**config.mk**
```make
export PLATFORM = sky130hd
export DESIGN_NAME = uart_tx
export DESIGN_NICKNAME = d
export VERILOG_FILES = /design/src/rtl/uart_pkg.sv /design/src/rtl/uart_baud_gen.sv /design/src/rtl/uart_tx.sv
export SDC_FILE = /design/constraint.sdc
export NUM_CORES = 1
export LEC_CHECK = 0
export ABC_AREA = 1
export ABC_CLOCK_PERIOD_IN_PS = 1700
export CAP_MARGIN = 0
export CORE_MARGIN = 2
export CORE_UTILIZATION = 56
export CTS_CLUSTER_SIZE = 24
export DETAILED_ROUTE_END_ITERATION = 12
export DONT_BUFFER_PORTS = 1
export GPL_TIMING_DRIVEN = 0
export PLACE_DENSITY_LB_ADDON = 0.15
export SLEW_MARGIN = 30
export SYNTH_ARGS = -nofsm -noshare
export SYNTH_HDL_FRONTEND = slang
export SYNTH_SLANG_ARGS = --single-unit
```
**constraint.sdc**
```tcl
create_clock -name clk -period 1.7 [get_ports clk]
set_input_delay 0 -clock clk [delete_from_list [all_inputs] [get_ports clk]]
set_output_delay 0 -clock clk [all_outputs]
set_load 0.005 [all_outputs]
```
**src/rtl/uart_pkg.sv**
```systemverilog
// Shared UART definitions: one-hot state encoding, parity modes and the parity helper.
// Used by both the transmitter and the receiver so their frame formats stay identical.
package uart_pkg;

  typedef enum logic [4:0] {
    S_IDLE   = 5'b00001,
    S_START  = 5'b00010,
    S_DATA   = 5'b00100,
    S_PARITY = 5'b01000,
    S_STOP   = 5'b10000
  } state_t;

  localparam int PARITY_NONE = 0;
  localparam int PARITY_EVEN = 1;
  localparam int PARITY_ODD  = 2;

  // Caller passes data already masked to the active data bits.
  function automatic logic calc_parity(input logic [7:0] data, input int mode);
    logic p;
    case (mode)
      PARITY_EVEN: p = ^data;
      PARITY_ODD:  p = ~(^data);
      default:     p = 1'b0;
    endcase
    return p;
  endfunction

endpackage

```
**src/rtl/uart_baud_gen.sv**
```systemverilog
// Bit-period timer: counts 0..CLKS_PER_BIT-1, flags the last count, and
// reloads to zero whenever the owning state machine changes state.
module uart_baud_gen #(
  parameter int CLKS_PER_BIT = 434
) (
  input  logic clk,
  input  logic rst_n,
  input  logic restart,
  output logic bit_tick
);

  localparam int            CW   = $clog2(CLKS_PER_BIT);
  localparam logic [CW-1:0] LAST = CW'(CLKS_PER_BIT - 1);

  logic [CW-1:0] cnt_r;

  // Free-running bit-period counter with synchronous restart
  always_ff @(posedge clk or negedge rst_n) begin
    if (!rst_n) begin
      cnt_r <= '0;
    end else if (restart) begin
      cnt_r <= '0;
    end else if (cnt_r == LAST) begin
      cnt_r <= '0;
    end else begin
      cnt_r <= cnt_r + CW'(1);
    end
  end

  assign bit_tick = (cnt_r == LAST);

endmodule

```
**src/rtl/uart_tx.sv**
```systemverilog
// UART transmitter: accepts a byte per valid/ready handshake and serialises it
// as start, LSB-first data, optional parity and stop bit(s) on a registered tx line.
module uart_tx
  import uart_pkg::*;
#(
  parameter int CLKS_PER_BIT = 434,
  parameter int DATA_BITS    = 8,
  parameter int PARITY       = 0,
  parameter int STOP_BITS    = 1
) (
  input  logic       clk,
  input  logic       rst_n,
  input  logic [7:0] tx_data,
  input  logic       tx_valid,
  output logic       tx_ready,
  output logic       tx,
  output logic       busy,
  output logic       tx_done
);

  localparam logic [7:0] DATA_MASK = 8'hFF >> (8 - DATA_BITS);
  localparam logic [2:0] LAST_DATA = 3'(DATA_BITS - 1);
  localparam logic [2:0] LAST_STOP = 3'(STOP_BITS - 1);

  state_t     state_r;
  state_t     next_state_s;
  logic [7:0] shift_r;
  logic       parity_r;
  logic [2:0] bit_cnt_r;
  logic       tx_r;
  logic       tx_ready_r;
  logic       busy_r;
  logic       tx_done_r;
  logic       tx_s;
  logic       bit_tick_s;
  logic       restart_s;
  logic       accept_s;

  assign accept_s  = tx_valid && tx_ready_r && (state_r == S_IDLE);
  assign restart_s = (next_state_s != state_r);

  uart_baud_gen #(
    .CLKS_PER_BIT(CLKS_PER_BIT)
  ) u_baud (
    .clk     (clk),
    .rst_n   (rst_n),
    .restart (restart_s),
    .bit_tick(bit_tick_s)
  );

  // State register
  always_ff @(posedge clk or negedge rst_n) begin
    if (!rst_n) begin
      state_r <= S_IDLE;
    end else begin
      state_r <= next_state_s;
    end
  end

  // Next-state logic; any non-one-hot encoding falls back to idle
  always_comb begin
    next_state_s = state_r;
    case (state_r)
      S_IDLE: begin
        if (accept_s) next_state_s = S_START;
        else          next_state_s = S_IDLE;
      end
      S_START: begin
        if (bit_tick_s) next_state_s = S_DATA;
        else            next_state_s = S_START;
      end
      S_DATA: begin
        if (bit_tick_s && (bit_cnt_r == LAST_DATA)) begin
          if (PARITY != PARITY_NONE) next_state_s = S_PARITY;
          else                       next_state_s = S_STOP;
        end else begin
          next_state_s = S_DATA;
        end
      end
      S_PARITY: begin
        if (bit_tick_s) next_state_s = S_STOP;
        else            next_state_s = S_PARITY;
      end
      S_STOP: begin
        if (bit_tick_s && (bit_cnt_r == LAST_STOP)) next_state_s = S_IDLE;
        else                                        next_state_s = S_STOP;
      end
      default: next_state_s = S_IDLE;
    endcase
  end

  // Shift register, parity latch and data/stop bit counter
  always_ff @(posedge clk or negedge rst_n) begin
    if (!rst_n) begin
      shift_r   <= 8'h00;
      parity_r  <= 1'b0;
      bit_cnt_r <= 3'd0;
    end else begin
      if (accept_s) begin
        shift_r  <= tx_data & DATA_MASK;
        parity_r <= calc_parity(tx_data & DATA_MASK, PARITY);
      end else if ((state_r == S_DATA) && bit_tick_s) begin
        shift_r <= {1'b0, shift_r[7:1]};
      end
      if (restart_s) begin
        bit_cnt_r <= 3'd0;
      end else if (bit_tick_s && ((state_r == S_DATA) || (state_r == S_STOP))) begin
        bit_cnt_r <= bit_cnt_r + 3'd1;
      end
    end
  end

  // Line level for the current state
  always_comb begin
    tx_s = 1'b1;
    case (state_r)
      S_IDLE:   tx_s = 1'b1;
      S_START:  tx_s = 1'b0;
      S_DATA:   tx_s = shift_r[0];
      S_PARITY: tx_s = parity_r;
      S_STOP:   tx_s = 1'b1;
      default:  tx_s = 1'b1;
    endcase
  end

  // Registered outputs; tx and busy trail the state by one cycle, so the
  // done pulse lands in the final stop-bit cycle as seen on the line
  always_ff @(posedge clk or negedge rst_n) begin
    if (!rst_n) begin
      tx_r       <= 1'b1;
      tx_ready_r <= 1'b1;
      busy_r     <= 1'b0;
      tx_done_r  <= 1'b0;
    end else begin
      tx_r       <= tx_s;
      tx_ready_r <= (next_state_s == S_IDLE);
      busy_r     <= (state_r != S_IDLE);
      tx_done_r  <= (state_r == S_STOP) && (next_state_s == S_IDLE);
    end
  end

  assign tx       = tx_r;
  assign tx_ready = tx_ready_r;
  assign busy     = busy_r;
  assign tx_done  = tx_done_r;

endmodule

```
# Yosys cells after proc, flatten, opt, wreduce, memory -nomap -nowiden
# Index checks and enable logic that the tools add are counted.
op_classes:
  addsub: 2
  reduce_logical: 12
  n_mux: 13
  eq_ne: 10
op_table:
  columns: ["cell", "count"]
  rows:
  - ["5-bit case mux with 5 select lines", 1]
  - ["9-bit 2-to-1 mux", 2]
  - ["8-bit 2-to-1 mux", 2]
  - ["5-bit 2-to-1 mux", 3]
  - ["5-bit by 1-bit == test with 1-bit output, second input constant", 2]
  - ["9-bit by 1-bit adder with 9-bit output, second input constant", 1]
  - ["9-bit == test, second input constant", 1]
  - ["3-bit 2-to-1 mux", 3]
  - ["1-bit logical AND", 7]
  - ["5-bit by 2-bit == test with 1-bit output, second input constant", 1]
  - ["5-bit by 3-bit == test with 1-bit output, second input constant", 1]
  - ["5-bit by 4-bit == test with 1-bit output, second input constant", 1]
  - ["5-bit == test, second input constant", 1]
  - ["5-bit by 1-bit inequality test with 1-bit output, second input constant", 1]
  - ["5-bit inequality test", 1]
  - ["2-bit nonzero test", 2]
  - ["3-bit by 1-bit adder with 3-bit output, second input constant", 1]
  - ["3-bit == test, second input constant", 1]
  - ["3-bit logical NOT", 1]
  - ["2-bit 2-to-1 mux", 1]
  - ["1-bit case mux with 2 select lines", 1]
  - ["2-bit OR reduction", 1]
  - ["1-bit logical OR", 1]
word_totals:
  in_bits: 11
  register_bits: 29
  elab_cells: 45
  output_inout_bits: 4

# Logic depth before layout (Yosys ltp)
logic_depth:
  depth_word: 6
  ltp_mapped: 13
  mapped_depth_nobuf: 12

# By module
# A second synthesis with hierarchy kept.
unflattened:
  cells_unflattened: 192
  hier_area_um2: 1581.5
modules_own_cells:
  columns: ["mod", "cells_per_inst", "seq_area_each_um2", "n_inst", "area_per_inst_um2"]
  rows:
  - ["uart_tx", 131, 504.2, 1, 1099.8]
  - ["uart_baud_gen", 61, 225.2, 1, 481.7]

# Least setup slack after synthesis
# OpenSTA, ideal clock, no wires.
synth_timing:
  path_type: "flip-flop to flip-flop"
  from: "register u_baud.cnt_r[0]"
  to: "register u_baud.cnt_r[2]"
  stages_incl_launch_ff: 11
  period_less_slack_ns: 1.708
  slack_ns: -0.008
  arrival_time_ns: 1.627
  setup_time_ns: 0.080
  path_buffers: 1
  required_time_ns: 1.620
  path_cell_list: "dfrtp_1 -> ha_1 -> nand2_2 -> nor2_8 -> nand2_4 -> inv_4 -> or2_1 -> a21oi_2 -> nand3_2 -> buf_6 -> nor3_2"
synth_via:
  elab_chain_len: 6
  word_cells_on_any_way: 12
  cone_classes: "add/sub (1); eq/ne (2); mux (7); reduce/logical (2)"
synth_lines:
  columns: ["item", "line", "source"]
  rows:
  - ["start, declared", "uart_baud_gen.sv:15", "logic [CW-1:0] cnt_r;"]
  - ["start signal, assigned", "uart_baud_gen.sv:26", "cnt_r <= cnt_r + CW'(1);"]
  - ["9-bit == test", "uart_baud_gen.sv:23, uart_baud_gen.sv:30", null]
  - ["1-bit logical AND (on tied branches)", "uart_tx.sv:85, uart_tx.sv:73", null]
  - ["5-bit 2-to-1 mux (on tied branches)", "uart_tx.sv:85, uart_tx.sv:73", null]
  - ["5-bit case mux with 5 select lines", "uart_tx.sv:63", "case (state_r)"]
  - ["5-bit inequality test", "uart_tx.sv:40", "assign restart_s = (next_state_s != state_r);"]
  - ["9-bit 2-to-1 mux (*)", "uart_baud_gen.sv:21", "end else if (restart) begin"]
# Every way passes the cells marked *; elsewhere a longest branch is shown, timed or not.
# A chain may end at the register's enable or synchronous reset.

# Final worst setup path
layout_timing:
  from: "register state_r[3]"
  to: "register state_r[0]"
layout_via:
  elab_chain_len: 4
  word_cells_on_any_way: 8
  cone_classes: "eq/ne (5); mux (2); reduce/logical (1)"
layout_lines:
  columns: ["item", "line", "source"]
  rows:
  - ["start, declared", "uart_tx.sv:25", "state_t state_r;"]
  - ["start signal, assigned", "uart_tx.sv:56", "state_r <= next_state_s;"]
  - ["5-bit by 1-bit == test with 1-bit output", "uart_tx.sv:39, uart_tx.sv:63", null]
  - ["1-bit logical AND", "uart_tx.sv:39", "assign accept_s = tx_valid && tx_ready_r && (state_r == S_IDLE);"]
  - ["2-bit 2-to-1 mux", "uart_tx.sv:65", "if (accept_s) next_state_s = S_START;"]
  - ["5-bit case mux with 5 select lines (*)", "uart_tx.sv:63", null]
  - ["net next_state_s[0]", "uart_tx.sv:26", "state_t next_state_s;"]
# Mark *: on every way through the listed nets, which the timed path passes. The rest lies on a longest branch.

==> flow_metrics.env <==
export IMPL_rows=19
export IMPL_violations="setup timing"
export IMPL_syn_nets=198
export IMPL_critical_path_class="reg -> reg"
export IMPL_cp_data_required_time_ns=1.97
export IMPL_coreArea_um2=2758
export IMPL_cellPowerDensity_nw_per_um2=1333
export IMPL_fin_ws_ns=-0.2558
export IMPL_viasPerCell=5.707
export IMPL_max_freq_ghz=0.5113
export IMPL_avgSynthCellArea_um2=8.999
export IMPL_combPwrFrac_pct=52.1
export IMPL_numPortBuffers=0
export IMPL_grt_pass1_vias=1401
export IMPL_post_route_util_pct=81.49
export IMPL_power_ir_vdd_worst_v=0.001412
export IMPL_slew_headroom_pct=79.87
export IMPL_whs_ns=0.02234
export IMPL_antenna_cells=0
export IMPL_r2r_start="state_r[3]"
export IMPL_die_height_um=58.08
export IMPL_timing_final_crit_share_pct=115.0
export IMPL_layout_nets=240
export IMPL_clk_pin_slew_ns=0.09
export IMPL_dp_slack_ns=-0.1610
export IMPL_critPathCaptureType="flop"
export IMPL_grt_total_usage_pct=24.89
export IMPL_synth_edff_count=0
export IMPL_postPlaceCellArea_um2=1685
export IMPL_arrival_ns=2.22
export IMPL_drt_iter0_drc=43
export IMPL_cts_sinks=29
export IMPL_power_leakage_nw=1.058
export IMPL_switchingPower_w=0.001150
export IMPL_critPathMaxFanout=4
export IMPL_worstHoldPathCells=4
export IMPL_final_cell_mix="28 x nand2_1, 22 x dfrtp_1, 19 x buf_4, 15 x nand3_1, 11 x inv_1"
export IMPL_drc=0
export IMPL_ys_flop_type="dfrtp_1"
export IMPL_h_tree_depth=2
export IMPL_cts_buffers=5
export IMPL_hold_viol_final=0
export IMPL_grt_setup_unrepaired="true"
export IMPL_grt_first_pass_wirelength_mm=6.279
export IMPL_min_to="tx_ready"
export IMPL_clock_skew_ns=0.006148
export IMPL_antenna_found_initial=0
export IMPL_yosysWarnings=0
export IMPL_clock_latency_ns=0.33
export IMPL_tightest_slew_ns=0.3016
export IMPL_syn_area_um2=1638
export IMPL_r2r_cells=10
export IMPL_ctsRootBufferMaster="clkbuf_4"
export IMPL_fin_area_um2=2247
export IMPL_dieArea_um2=3373
export IMPL_area_growth_pct=37.20
export IMPL_power_frac_seq_pct=34.2
export IMPL_finalCriticalPeriod_ns=1.956
export IMPL_wire_per_inst_um=16.02
export IMPL_maxCapViolCount=0
export IMPL_firstDrtPassIters=7
export IMPL_post_dp_hpwl_mm=2.163
export IMPL_drive_above_1_share_pct=45.33
export IMPL_seq_area_frac_synth_pct=44.54
export IMPL_vias=1461
export IMPL_fillers=148
export IMPL_finalMaxSlewViolations=0
export IMPL_rrSetupSlack_ns=-0.26
export IMPL_grt_overflow_total=0
export IMPL_synth_seq_cells=29
export IMPL_internal_power_w=0.001846
export IMPL_ant_nets=0
export IMPL_gp_congestion=0.8227
export IMPL_rr_endpoint="state_r[0]"
export IMPL_layout_commonest_cell="nand2_1"
export IMPL_run_status="finished with violations"
export IMPL_cts_tree="yes"
export IMPL_synthCells=182
export IMPL_startpoint_type="flop"
export IMPL_final_setup_viol_count=13
export IMPL_hold_class="in -> reg"
export IMPL_ios=15
export IMPL_clkPwrFrac_pct=13.6
export IMPL_start_util_pct=59.39
export IMPL_ys_types=33
export IMPL_clk_path_buf_depth=2
export IMPL_grt_max_degree=30
export IMPL_routed_wl_mm=4.100
export IMPL_hp_start="tx_valid"
export IMPL_ys_async_sr_fraction_pct=100.0
export IMPL_die_w_um=58.08
export IMPL_sw_frac_of_total_pct=38.39
final cells by class:
class | count | area (um^2) | area share [%]
tap | 31 | 38.79 | 1.726
sequential | 29 | 734.5 | 32.68
inverter | 18 | 70.07 | 3.118
clock inverter | 2 | 10.01 | 0.4454
buffer | 3 | 41.29 | 1.837
multi-input combinational | 132 | 974.7 | 43.37
clock buffer | 6 | 41.29 | 1.837
timing repair buffer | 35 | 336.6 | 14.98
cell families after synthesis:
group           after synthesis  share of synthesized area [%]
compound gates               19                          6.799
flops                        29                          44.54
xor+xnor                      4                          2.139
buf+inv                      21                          5.959
fa+ha+maj                     5                          3.820
simple gates                104                          36.75
how the worst max path moves through the flow:
stage / from / slack (ns) / end / cells past startpoint
4_1_cts: u_baud.cnt_r[1] / -0.14 / u_baud.cnt_r[7] / 13
5_1_grt: state_r[3] / -0.31 / state_r[0] / 10
6_report: state_r[3] / -0.26 / state_r[0] / 10
3_5_place_dp: u_baud.cnt_r[0] / -0.16 / u_baud.cnt_r[7] / 10
3_3_place_gp: u_baud.cnt_r[1] / -0.12 / u_baud.cnt_r[3] / 12
2_1_floorplan: u_baud.cnt_r[0] / 0.03 / u_baud.cnt_r[8] / 10
power groups by stage:
stage	Combinational (W)	Sequential (W)	Clock, W
floorplan	0.000565	0.000993	0
detailed placement	0.000684	0.00102	0
finish	0.00156	0.00103	0.000409
CTS	0.00124	0.00101	0.000406
global placement	0.000659	0.00101	0
global route	0.00167	0.00104	0.000438
flip-flops by register name, summed over array words and instances (netlist names):
signal	count
tx_ready	1
tx	1
shift_r	8
u_baud.cnt_r	9
bit_cnt_r	3
busy	1
tx_done	1
state_r	5
cell usage after synthesis (2+ instances only):
master	n	area, um^2
a21oi_1	6	30.03
buf_6	2	22.52
dfrtp_1	26	650.6
dfstp_2	3	78.83
ha_1	5	62.56
inv_1	16	60.06
nand2_1	33	123.9
nand2_2	5	31.28
nand2_4	2	22.52
nand3_1	18	90.09
nand3_2	2	20.02
nand4_1	4	25.02
nor2_1	16	60.06
nor2_2	2	12.51
nor2_8	2	40.04
nor3_1	2	10.01
nor3_2	10	100.1
o211ai_1	2	15.01
o21ai_0	7	35.03
or2_2	4	25.02
xor2_1	3	26.28
critical path, cell delays in order (launching register included):
cell	delay, ns
dfrtp_2	0.46
nor2_4	0.18
nand4_1	0.18
nand4_1	0.25
nand2_2	0.11
buf_4	0.15
buf_6	0.11
buf_4	0.12
buf_4	0.12
buf_4	0.12
buf_4	0.12
routing by layer:
metal | share of wire [%] | up-vias | wire length (um) | GRT usage (%)
li1 | - | 687 | - | -
met1 | 40 | 724 | 1641 | 30.62
met2 | 55 | 35 | 2238 | 44.64
met3 | 2.9 | 15 | 120 | 4.464
met4 | 2.4 | 0 | 99 | 6.977
met5 | 0 | - | 0 | 0
metrics by stage:
step,cells,TNS [ns],power (W)
3_3_place_gp,213,-1.189,0.001674
4_1_cts,247,-1.519,0.002657
2_1_floorplan,182,0,0.001559
3_5_place_dp,213,-1.356,0.001701
6_report,256,-2.091,0.002996
5_1_grt,256,-3.173,0.003146
repair_timing:
item / 4_1_cts / 5_1_grt
setup buffers: 14 / 10
setup endpoints to repair: 13 / 22
pin swaps: 6 / 13
gates cloned: 2 / 0
endpoints found under the hold margin: 38 / 0
resized for setup: 21 / 37
hold buffers: 10 / 0
(Power assumes the default switching activity.)
